`src/rtl/ula_seq_ctrl.sv`:
```
// ---------------------------------------------------------------------------
// ula_seq_ctrl
//
// Sequencing controller for a chained ULA (ALU) datapath. The first operation
// of a chain takes its left operand from input A; every later operation takes
// the previous result held in `resultado`. Each accepted request spends
// exactly one cycle in EXEC. At the end of that cycle the ULA result is
// written back, or the controller parks in ERR if the ULA flagged an
// illegal operation.
//
// Ports
//   clk, rst_n         clock; asynchronous active-low reset
//   exec               request one operation (level, sampled on rising edge)
//   clear              abort / end the chain, back to first-operand mode
//   op_in[2:0]         operation code captured when a request is accepted
//   alu_result[W-1:0]  combinational ULA result for the operands in flight
//   alu_ovf, alu_err   ULA overflow and illegal-operation flags
//   sel_operando       operand mux select: 0 = input A, 1 = previous result
//   alu_op[2:0]        registered operation code driven to the ULA
//   resultado[W-1:0]   registered previous result
//   busy               high while an operation is in flight (EXEC)
//   done               one-cycle pulse after resultado was updated
//   err                high while in ERR
//   ovf_sticky         OR of alu_ovf over the write-backs of the chain
//   op_count[CNT_W-1:0] completed operations in the chain, saturating
//   dbg_state_o[1:0]   current FSM state, for observation only
//
// Handshake: `exec` is a level request with no queueing. It is accepted on a
// rising edge where the controller is EMPTY or READY and `clear` is low.
// `busy` is the not-ready indication: while it is high, and while in ERR,
// `exec` is ignored. `done` marks the write-back of an accepted request.
// ---------------------------------------------------------------------------
module ula_seq_ctrl #(
    parameter int WIDTH = 8,
    parameter int CNT_W = 4
) (
    input  logic             clk,
    input  logic             rst_n,
    input  logic             exec,
    input  logic             clear,
    input  logic [2:0]       op_in,
    input  logic [WIDTH-1:0] alu_result,
    input  logic             alu_ovf,
    input  logic             alu_err,
    output logic             sel_operando,
    output logic [2:0]       alu_op,
    output logic [WIDTH-1:0] resultado,
    output logic             busy,
    output logic             done,
    output logic             err,
    output logic             ovf_sticky,
    output logic [CNT_W-1:0] op_count,
    output logic [1:0]       dbg_state_o
);

    typedef enum logic [1:0] {
        ST_EMPTY = 2'd0,
        ST_READY = 2'd1,
        ST_EXEC  = 2'd2,
        ST_ERR   = 2'd3
    } state_e;

    localparam logic [CNT_W-1:0] CNT_MAX = {CNT_W{1'b1}};

    state_e           state_q, state_d;
    logic             sel_q, sel_d;
    logic [2:0]       op_q, op_d;
    logic [WIDTH-1:0] res_q, res_d;
    logic             done_q, done_d;
    logic             ovf_q, ovf_d;
    logic [CNT_W-1:0] cnt_q, cnt_d;

    always_ff @(posedge clk or negedge rst_n) begin
        if (!rst_n) begin
            state_q <= ST_EMPTY;
            sel_q   <= 1'b0;
            op_q    <= 3'd0;
            res_q   <= '0;
            done_q  <= 1'b0;
            ovf_q   <= 1'b0;
            cnt_q   <= '0;
        end else begin
            state_q <= state_d;
            sel_q   <= sel_d;
            op_q    <= op_d;
            res_q   <= res_d;
            done_q  <= done_d;
            ovf_q   <= ovf_d;
            cnt_q   <= cnt_d;
        end
    end

    always_comb begin
        state_d = state_q;
        sel_d   = sel_q;
        op_d    = op_q;
        res_d   = res_q;
        done_d  = 1'b0;
        ovf_d   = ovf_q;
        cnt_d   = cnt_q;

        if (clear) begin
            // clear wins over exec and discards anything in flight; alu_op is
            // left as is because the ULA output is ignored outside EXEC.
            state_d = ST_EMPTY;
            sel_d   = 1'b0;
            res_d   = '0;
            ovf_d   = 1'b0;
            cnt_d   = '0;
        end else begin
            unique case (state_q)
                ST_EMPTY, ST_READY: begin
                    if (exec) begin
                        state_d = ST_EXEC;
                        op_d    = op_in;
                        // Chain continues from the held result only if one exists.
                        sel_d   = (state_q == ST_READY);
                    end
                end
                ST_EXEC: begin
                    if (alu_err) begin
                        state_d = ST_ERR;
                    end else begin
                        state_d = ST_READY;
                        res_d   = alu_result;
                        done_d  = 1'b1;
                        ovf_d   = ovf_q | alu_ovf;
                        if (cnt_q != CNT_MAX) begin
                            cnt_d = cnt_q + 1'b1;
                        end
                    end
                end
                ST_ERR: begin
                    state_d = ST_ERR;
                end
                default: begin
                    state_d = ST_EMPTY;
                end
            endcase
        end
    end

    assign sel_operando = sel_q;
    assign alu_op       = op_q;
    assign resultado    = res_q;
    assign busy         = (state_q == ST_EXEC);
    assign done         = done_q;
    assign err          = (state_q == ST_ERR);
    assign ovf_sticky   = ovf_q;
    assign op_count     = cnt_q;
    assign dbg_state_o  = state_q;

endmodule

```
`config.mk`:
```
export PLATFORM = sky130hd
export DESIGN_NAME = ula_seq_ctrl
export DESIGN_NICKNAME = d
export VERILOG_FILES = /design/src/rtl/ula_seq_ctrl.sv
export SDC_FILE = /design/constraint.sdc
export NUM_CORES = 1
export LEC_CHECK = 0
export ABC_CLOCK_PERIOD_IN_PS = 1700
export BUFFER_PORTS_ARGS = -buffer_cell sky130_fd_sc_hd__buf_2
export CORE_MARGIN = 2
export CORE_UTILIZATION = 39
export CTS_CLUSTER_DIAMETER = 200
export CTS_CLUSTER_SIZE = 14
export DETAILED_ROUTE_END_ITERATION = 7
export GPL_TIMING_DRIVEN = 0
export HOLD_SLACK_MARGIN = 0.05
export PLACE_DENSITY_LB_ADDON = 0.2
export SYNTH_ARGS = -nofsm -noshare
export SYNTH_HDL_FRONTEND = slang
export SYNTH_SLANG_ARGS = --single-unit
```
`constraint.sdc`:
```
create_clock -name clk -period 1.7 [get_ports clk]
set_clock_uncertainty 0.2 [all_clocks]
set_input_delay 0.34 -clock clk [delete_from_list [all_inputs] [get_ports clk]]
set_output_delay 0.34 -clock clk [all_outputs]
set_load 0.02 [all_outputs]
```
==> results.txt, run 1 <==
status - finished with violations
failing checks - negative setup slack
post-DP HPWL - 1250 um
most common cell in the synthesized netlist - dfrtp_1
Synth Flop Type - dfrtp_1
CP max FO - 8
final worst path period need - 1720 ps
die width - 49.4 um
Post-Syn Instances - 63
Area growth, synth to finish - 43.2%
asr flop ratio synth - 100%
DR pass1 iterations - 4
clock sink total - 20
Max-Cap Viols - 0
flops & latches, synth - 20
power consumption - 1.08 mW
Root Driver - clkbuf_4
DRT Wirelength - 1790 um
clk_lat worst skew - 290 ps
CP max stage cell - dfrtp_2
CTS Buffer Depth - 2
initial antenna violation count - 0
Tot GR Track Use - 15.2%
drt wl/cell - 13.2 um
die area - 0.00244 mm2
synth warn - 0
Vias/cell - 4.93
sequence of cells on the critical path - or3b_1 -> clkbuf_8 -> or3_1 -> a21oi_1
Synth area leaders - dfrtp_1 (62%), a22o_1 (9.8%), mux2_2 (4.2%), o311ai_0 (2.2%), o41ai_1 (2.2%)
Final GP Congestion - 0.824
Final #Nets - 128
CTS tree - built
Synth top area share - 62.2%
Seq/Total Area, Yosys - 62.2%
commonest cells in the synthesized netlist - dfrtp_1 (20), a22o_1 (9), nor2_1 (4)
setup TNS - -16.7 ps
maximum vdd drop - 0.570 mV
max incr delay on CP - 420 ps
core box area - 0.00196 mm2
Fin. Hold Viols - 0
worst min-delay path class - in2reg
slew margin rel. - 58.5%
crit share post-route - 101%
critical path class - reg2reg
grt total ovfl - 0
mapped cell area - 805 um2
average cell area after synthesis - 12.8 um2
largest net degree at the start of global routing - 21
Die Y-Extent - 49.4 um
CTS clk-pin slew, worst paths - 110 ps
fin. max-slew vios - 0
Worst setup EP type - register
CTS Buf Count - 3
unique cell type count in the Yosys netlist - 24
pwr dens - 939 mW/mm2
DRC - 0
first-pass GRT wire length - 2810 um
Rows - 16
DP Area - 0.00103 mm2
Fmax - 0.583 GHz
Mapped Nets - 81
I/O Buffers - 37
htree depth - 1
Final Cell Area - 0.00115 mm2
Lkg Pwr - 0.610 nW
Diodes inserted - 0
I/O Pins - 39
RSZ-0062 raised after global routing - yes
hold slack - 57.7 ps
DRT antenna net count - 0
number of global-route vias before repair - 595
worst setup margin - -16.7 ps
layout cell share with drive strength beyond 1 - 45.9%
Slew @ Worst Pin - 621 ps
Req. time, crit path - 1720 ps
Initial Utilization - 41.0%
endpoints failing setup - 1
Iter 0 DRT Violations - 4
CP arrival - 1740 ps
cell taking the most area after synthesis - dfrtp_1
vias - 671
worst slack, placed - -118 ps
startpoint types - register
Post-synth EDFFs - 0
## layout make-up
| type | count | area, um2 |
|---|---|---|
| clock inverter | 1 | 30.0 |
| buffer | 2 | 17.5 |
| clock buffer | 3 | 22.5 |
| inverter | 3 | 11.3 |
| sequential | 20 | 503 |
| fill | 184 | 810 |
| multi-input combinational | 38 | 297 |
| tap | 27 | 33.8 |
| timing repair buffer | 42 | 238 |
## sequential cells by signal (all words and copies together) (netlist names)
| name | cells |
|---|---|
| dbg_state_o | 2 |
| alu_op | 3 |
| resultado | 8 |
| sel_operando | 1 |
| ovf_sticky | 1 |
| done | 1 |
| op_count | 4 |
## path summary, 6_finish.rpt
path	cells past startpoint	endpoint	slack [ps]	start
setup reg to reg	4	op_count[0]	-20	dbg_state_o[0]
min in group asynchronous	2	op_count[1]	300	rst_n
setup / recovery	4	op_count[0]	-20	dbg_state_o[0]
hold reg to reg	1	resultado[4]	310	resultado[4]
hold / removal	2	resultado[6]	60	alu_result[6]
max in group asynchronous	2	dbg_state_o[1]	680	rst_n
## cell families after synthesis
kind of cell / share of synthesized area (%)
compound gates: 18.2
buf+inv: 2.49
fa+ha+maj: 1.55
mux: 5.44
simple gates: 10.1
flops: 62.2
## where the power goes
part / internal (mW) / switching, mW / total (mW)
registers: 0.505 / 0.0184 / 0.524
clock network: 0.238 / 0.144 / 0.382
logic: 0.0759 / 0.100 / 0.176
total: 0.819 / 0.263 / 1.08
## placed cells by master, fill, tap and decap left out
| cell | Yosys | routed |
|---|---|---|
| buf_2 | 0 | 35 |
| dfrtp_1 | 20 | 18 |
| a22o_1 | 9 | 9 |
| nor2_1 | 4 | 4 |
| dlygate4sd3_1 | 0 | 4 |
| inv_1 | 3 | 3 |
| a21oi_1 | 3 | 3 |
| mux2_2 | 3 | 3 |
| clkbuf_4 | 0 | 3 |
| buf_4 | 0 | 3 |
| o41ai_1 | 2 | 2 |
| o21ai_0 | 2 | 2 |
| dfrtp_2 | 0 | 2 |
| and2_1 | 1 | 1 |
| nor2b_1 | 1 | 1 |
| clkbuf_1 | 1 | 1 |
| or3b_1 | 1 | 1 |
| clkbuf_8 | 0 | 1 |
| nor2_4 | 0 | 1 |
| nor3b_1 | 1 | 1 |
| o21a_1 | 1 | 1 |
| o311ai_1 | 0 | 1 |
| and3_1 | 1 | 1 |
| nand3b_1 | 1 | 1 |
| nand2b_1 | 1 | 1 |
| mux2i_1 | 1 | 1 |
| or3_1 | 1 | 1 |
| nand3_1 | 1 | 1 |
| o311ai_2 | 0 | 1 |
| ha_1 | 1 | 1 |
| bufinv_16 | 0 | 1 |
## critical path, delay by kind of cell, from the launching register on
kind                   cells  cell delay, ps
AO/OA/AOI/OAI              1             140
buffers and inverters      1             170
flip-flops                 1             420
AND/OR/NAND/NOR            2             720
## timing repair
item / CTS / global route
endpoints found under the setup margin: 11 / 6
hold endpoints to repair: 21 / 2
pin swaps: 2 / 0
buffers inserted: 1 / 0
hold buffers: 2 / 2
gates resized for setup: 2 / 3
## stage by stage
stage	utilization, %	std cells
after global placement	52.7	127
final	58.7	136
after global routing	58.7	136
after floorplan	-	63
after CTS	57.5	134
after detailed placement	52.7	127
## routing by layer
layer  wire, um  share of wire, %  up-vias  global-route usage, %
li1           -                 -      325                      -
met1        765                43      321                   20.6
met2        900                50       25                   23.6
met3        124               6.9        0                   4.60
met4          0                 0        0                   4.17
met5          0                 0        -                      0
No activity file was read; power rests on OpenSTA's default activity.
==> inputs of run 2 (changes only) <==
- ABC_CLOCK_PERIOD_IN_PS: 1700 -> 1800
- CORE_UTILIZATION: 39 -> 40
- REMOVE_ABC_BUFFERS: unset -> 1
- clock period: 1.7 -> 1.8 ns (I/O delays scaled with it)
==> run 2 against run 1 <==
  * The run now ends clean
  * Cell area decreased by 7.4%
  * Total power decreased by 22%
  * Register-to-register slack improved by 120 ps
  * Sequential power decreased by 5.7%
  * Combinational power decreased by 13%
  * Maximum frequency increased by 1.3%
  * Die area decreased by 2.3%
  * Global-route usage increased by 1.1 points
  * Wire length decreased by 6.5%
  * Final cell count decreased by 4.4%
  * Critical endpoint unchanged
  * First-iteration DRC count increased to 2.5 times the previous value
==> results.txt, run 2 (synthesis gave the netlist of run 1 again) <==
CTS tree - built
Final GP Congestion - 0.797
setup bufs post-CTS - 0
critical path class - reg2reg
reg2reg path depth - 3
worst slack, placed - -24.5 ps
CTS clk-pin slew, worst paths - 100 ps
clk_lat worst skew - 280 ps
Lkg Pwr - 0.577 nW
Final #Nets - 123
die area - 0.00239 mm2
Slew @ Worst Pin - 618 ps
commonest non-fill, non-tap cell in the layout - buf_2
RSZ-0062 raised after global routing - no
hold path depth - 2
Diodes inserted - 0
core box area - 0.00192 mm2
grt total ovfl - 0
drt wl/cell - 12.9 um
startpoint of the worst hold path - alu_result[7]
DRT Wirelength - 1670 um
Req. time, crit path - 1820 ps
most frequent cells in the layout - buf_2 (38), dfrtp_1 (20), a22o_1 (9)
startpoint types - register
pwr dens - 787 mW/mm2
first-pass GRT wire length - 2990 um
power consumption - 840 uW
Iter 0 DRT Violations - 10
Fmax - 0.590 GHz
Vias/cell - 5.26
terminus of the critical flop-to-flop path - op_count[0]
Die Y-Extent - 48.8 um
Worst setup EP type - register
hold slack - 96.3 ps
worst hold endpoint - resultado[7]
I/O Pins - 39
flop-to-flop setup slack - 110 ps
largest net degree at the start of global routing - 21
worst setup margin - 106 ps
status - finished, final reports clean
number of global-route vias before repair - 672
Max-Cap Viols - 0
DRT antenna net count - 0
htree depth - 1
final worst path period need - 1690 ps
Fin. Hold Viols - 0
Area growth, synth to finish - 32.7%
Root Driver - clkbuf_4
slew margin rel. - 58.6%
Initial Utilization - 41.9%
die width - 48.8 um
post-DP HPWL - 1230 um
setup TNS - 0 ps
crit share post-route - 94.1%
layout cell share with drive strength beyond 1 - 45.6%
CP arrival - 1710 ps
endpoints failing setup - 0
initial antenna violation count - 0
Tot GR Track Use - 16.3%
CTS Buf Count - 3
Reg-to-Reg Start - dbg_state_o[0]
I/O Buffers - 38
vias - 684
CP max FO - 8
Rows - 16
max FFs per register - 8
clock sink total - 20
fin. max-slew vios - 0
DRC - 0
CTS Buffer Depth - 2
DR pass1 iterations - 4
maximum vdd drop - 0.432 mV
worst min-delay path class - in2reg
## run 2: changes by cell type in the layout (fill, tap and decap cells not counted), sizes merged
cell	delta
dlygate4sd3	-3
clkbuf	-2
bufinv	-1
## run 2: repair_timing
action / CTS / global route
gates resized for setup: 1 / 3
setup endpoints to repair: 10 / 10
endpoints found under the hold margin: 20 / 0
hold buffers: 1 / 0
gates cloned: 0 / 0
## run 2: how the worst max path moves through the flow
stage | start | endpoint | slack (ps) | cells past startpoint
floorplan | dbg_state_o[0] | op_count[3] | 50 | 3
global placement | alu_err | resultado[5] | 10 | 4
detailed placement | alu_err | resultado[1] | -20 | 4
CTS | dbg_state_o[0] | resultado[5] | 40 | 3
global route | dbg_state_o[0] | op_count[2] | 20 | 3
finish | dbg_state_o[0] | op_count[0] | 110 | 3
## run 2: layout make-up
type                       instances  area [um2]
sequential                        20         500
fill                             193         855
timing repair buffer              39         200
tap                               27        33.8
inverter                           3        11.3
multi-input combinational         38         299
clock buffer                       3        22.5
## run 2: per-layer routing
| metal | global-route usage [%] | vias to the layer above | share of wire, % |
|---|---|---|---|
| met5 | 0 | - | 0 |
| met4 | 5.71 | 0 | 0.90 |
| met3 | 4.29 | 2 | 7.5 |
| met2 | 26.7 | 32 | 49 |
| met1 | 20.9 | 334 | 43 |
| li1 | - | 316 | - |
## run 2: metrics by stage
step,util [%],instances,area (um2)
finish,55.5,130,1070
global route,55.5,130,1070
CTS,54.9,130,1050
detailed placement,53.1,126,1020
global placement,53.1,126,1020
floorplan,-,61,796
## run 2: worst max-delay path, cell delays in order, from the launching register on
cell	delay (ps)
dfrtp_1	450
or3b_4	480
or3_1	360
a21oi_1	140
## run 2: where the power goes
| group | internal (mW) | leakage, nW | switching, mW |
|---|---|---|---|
| sequential | 0.477 | 0.268 | 0.0174 |
| combinational | 0.0630 | 0.295 | 0.0905 |
| clock | 0.0775 | 0.0138 | 0.115 |
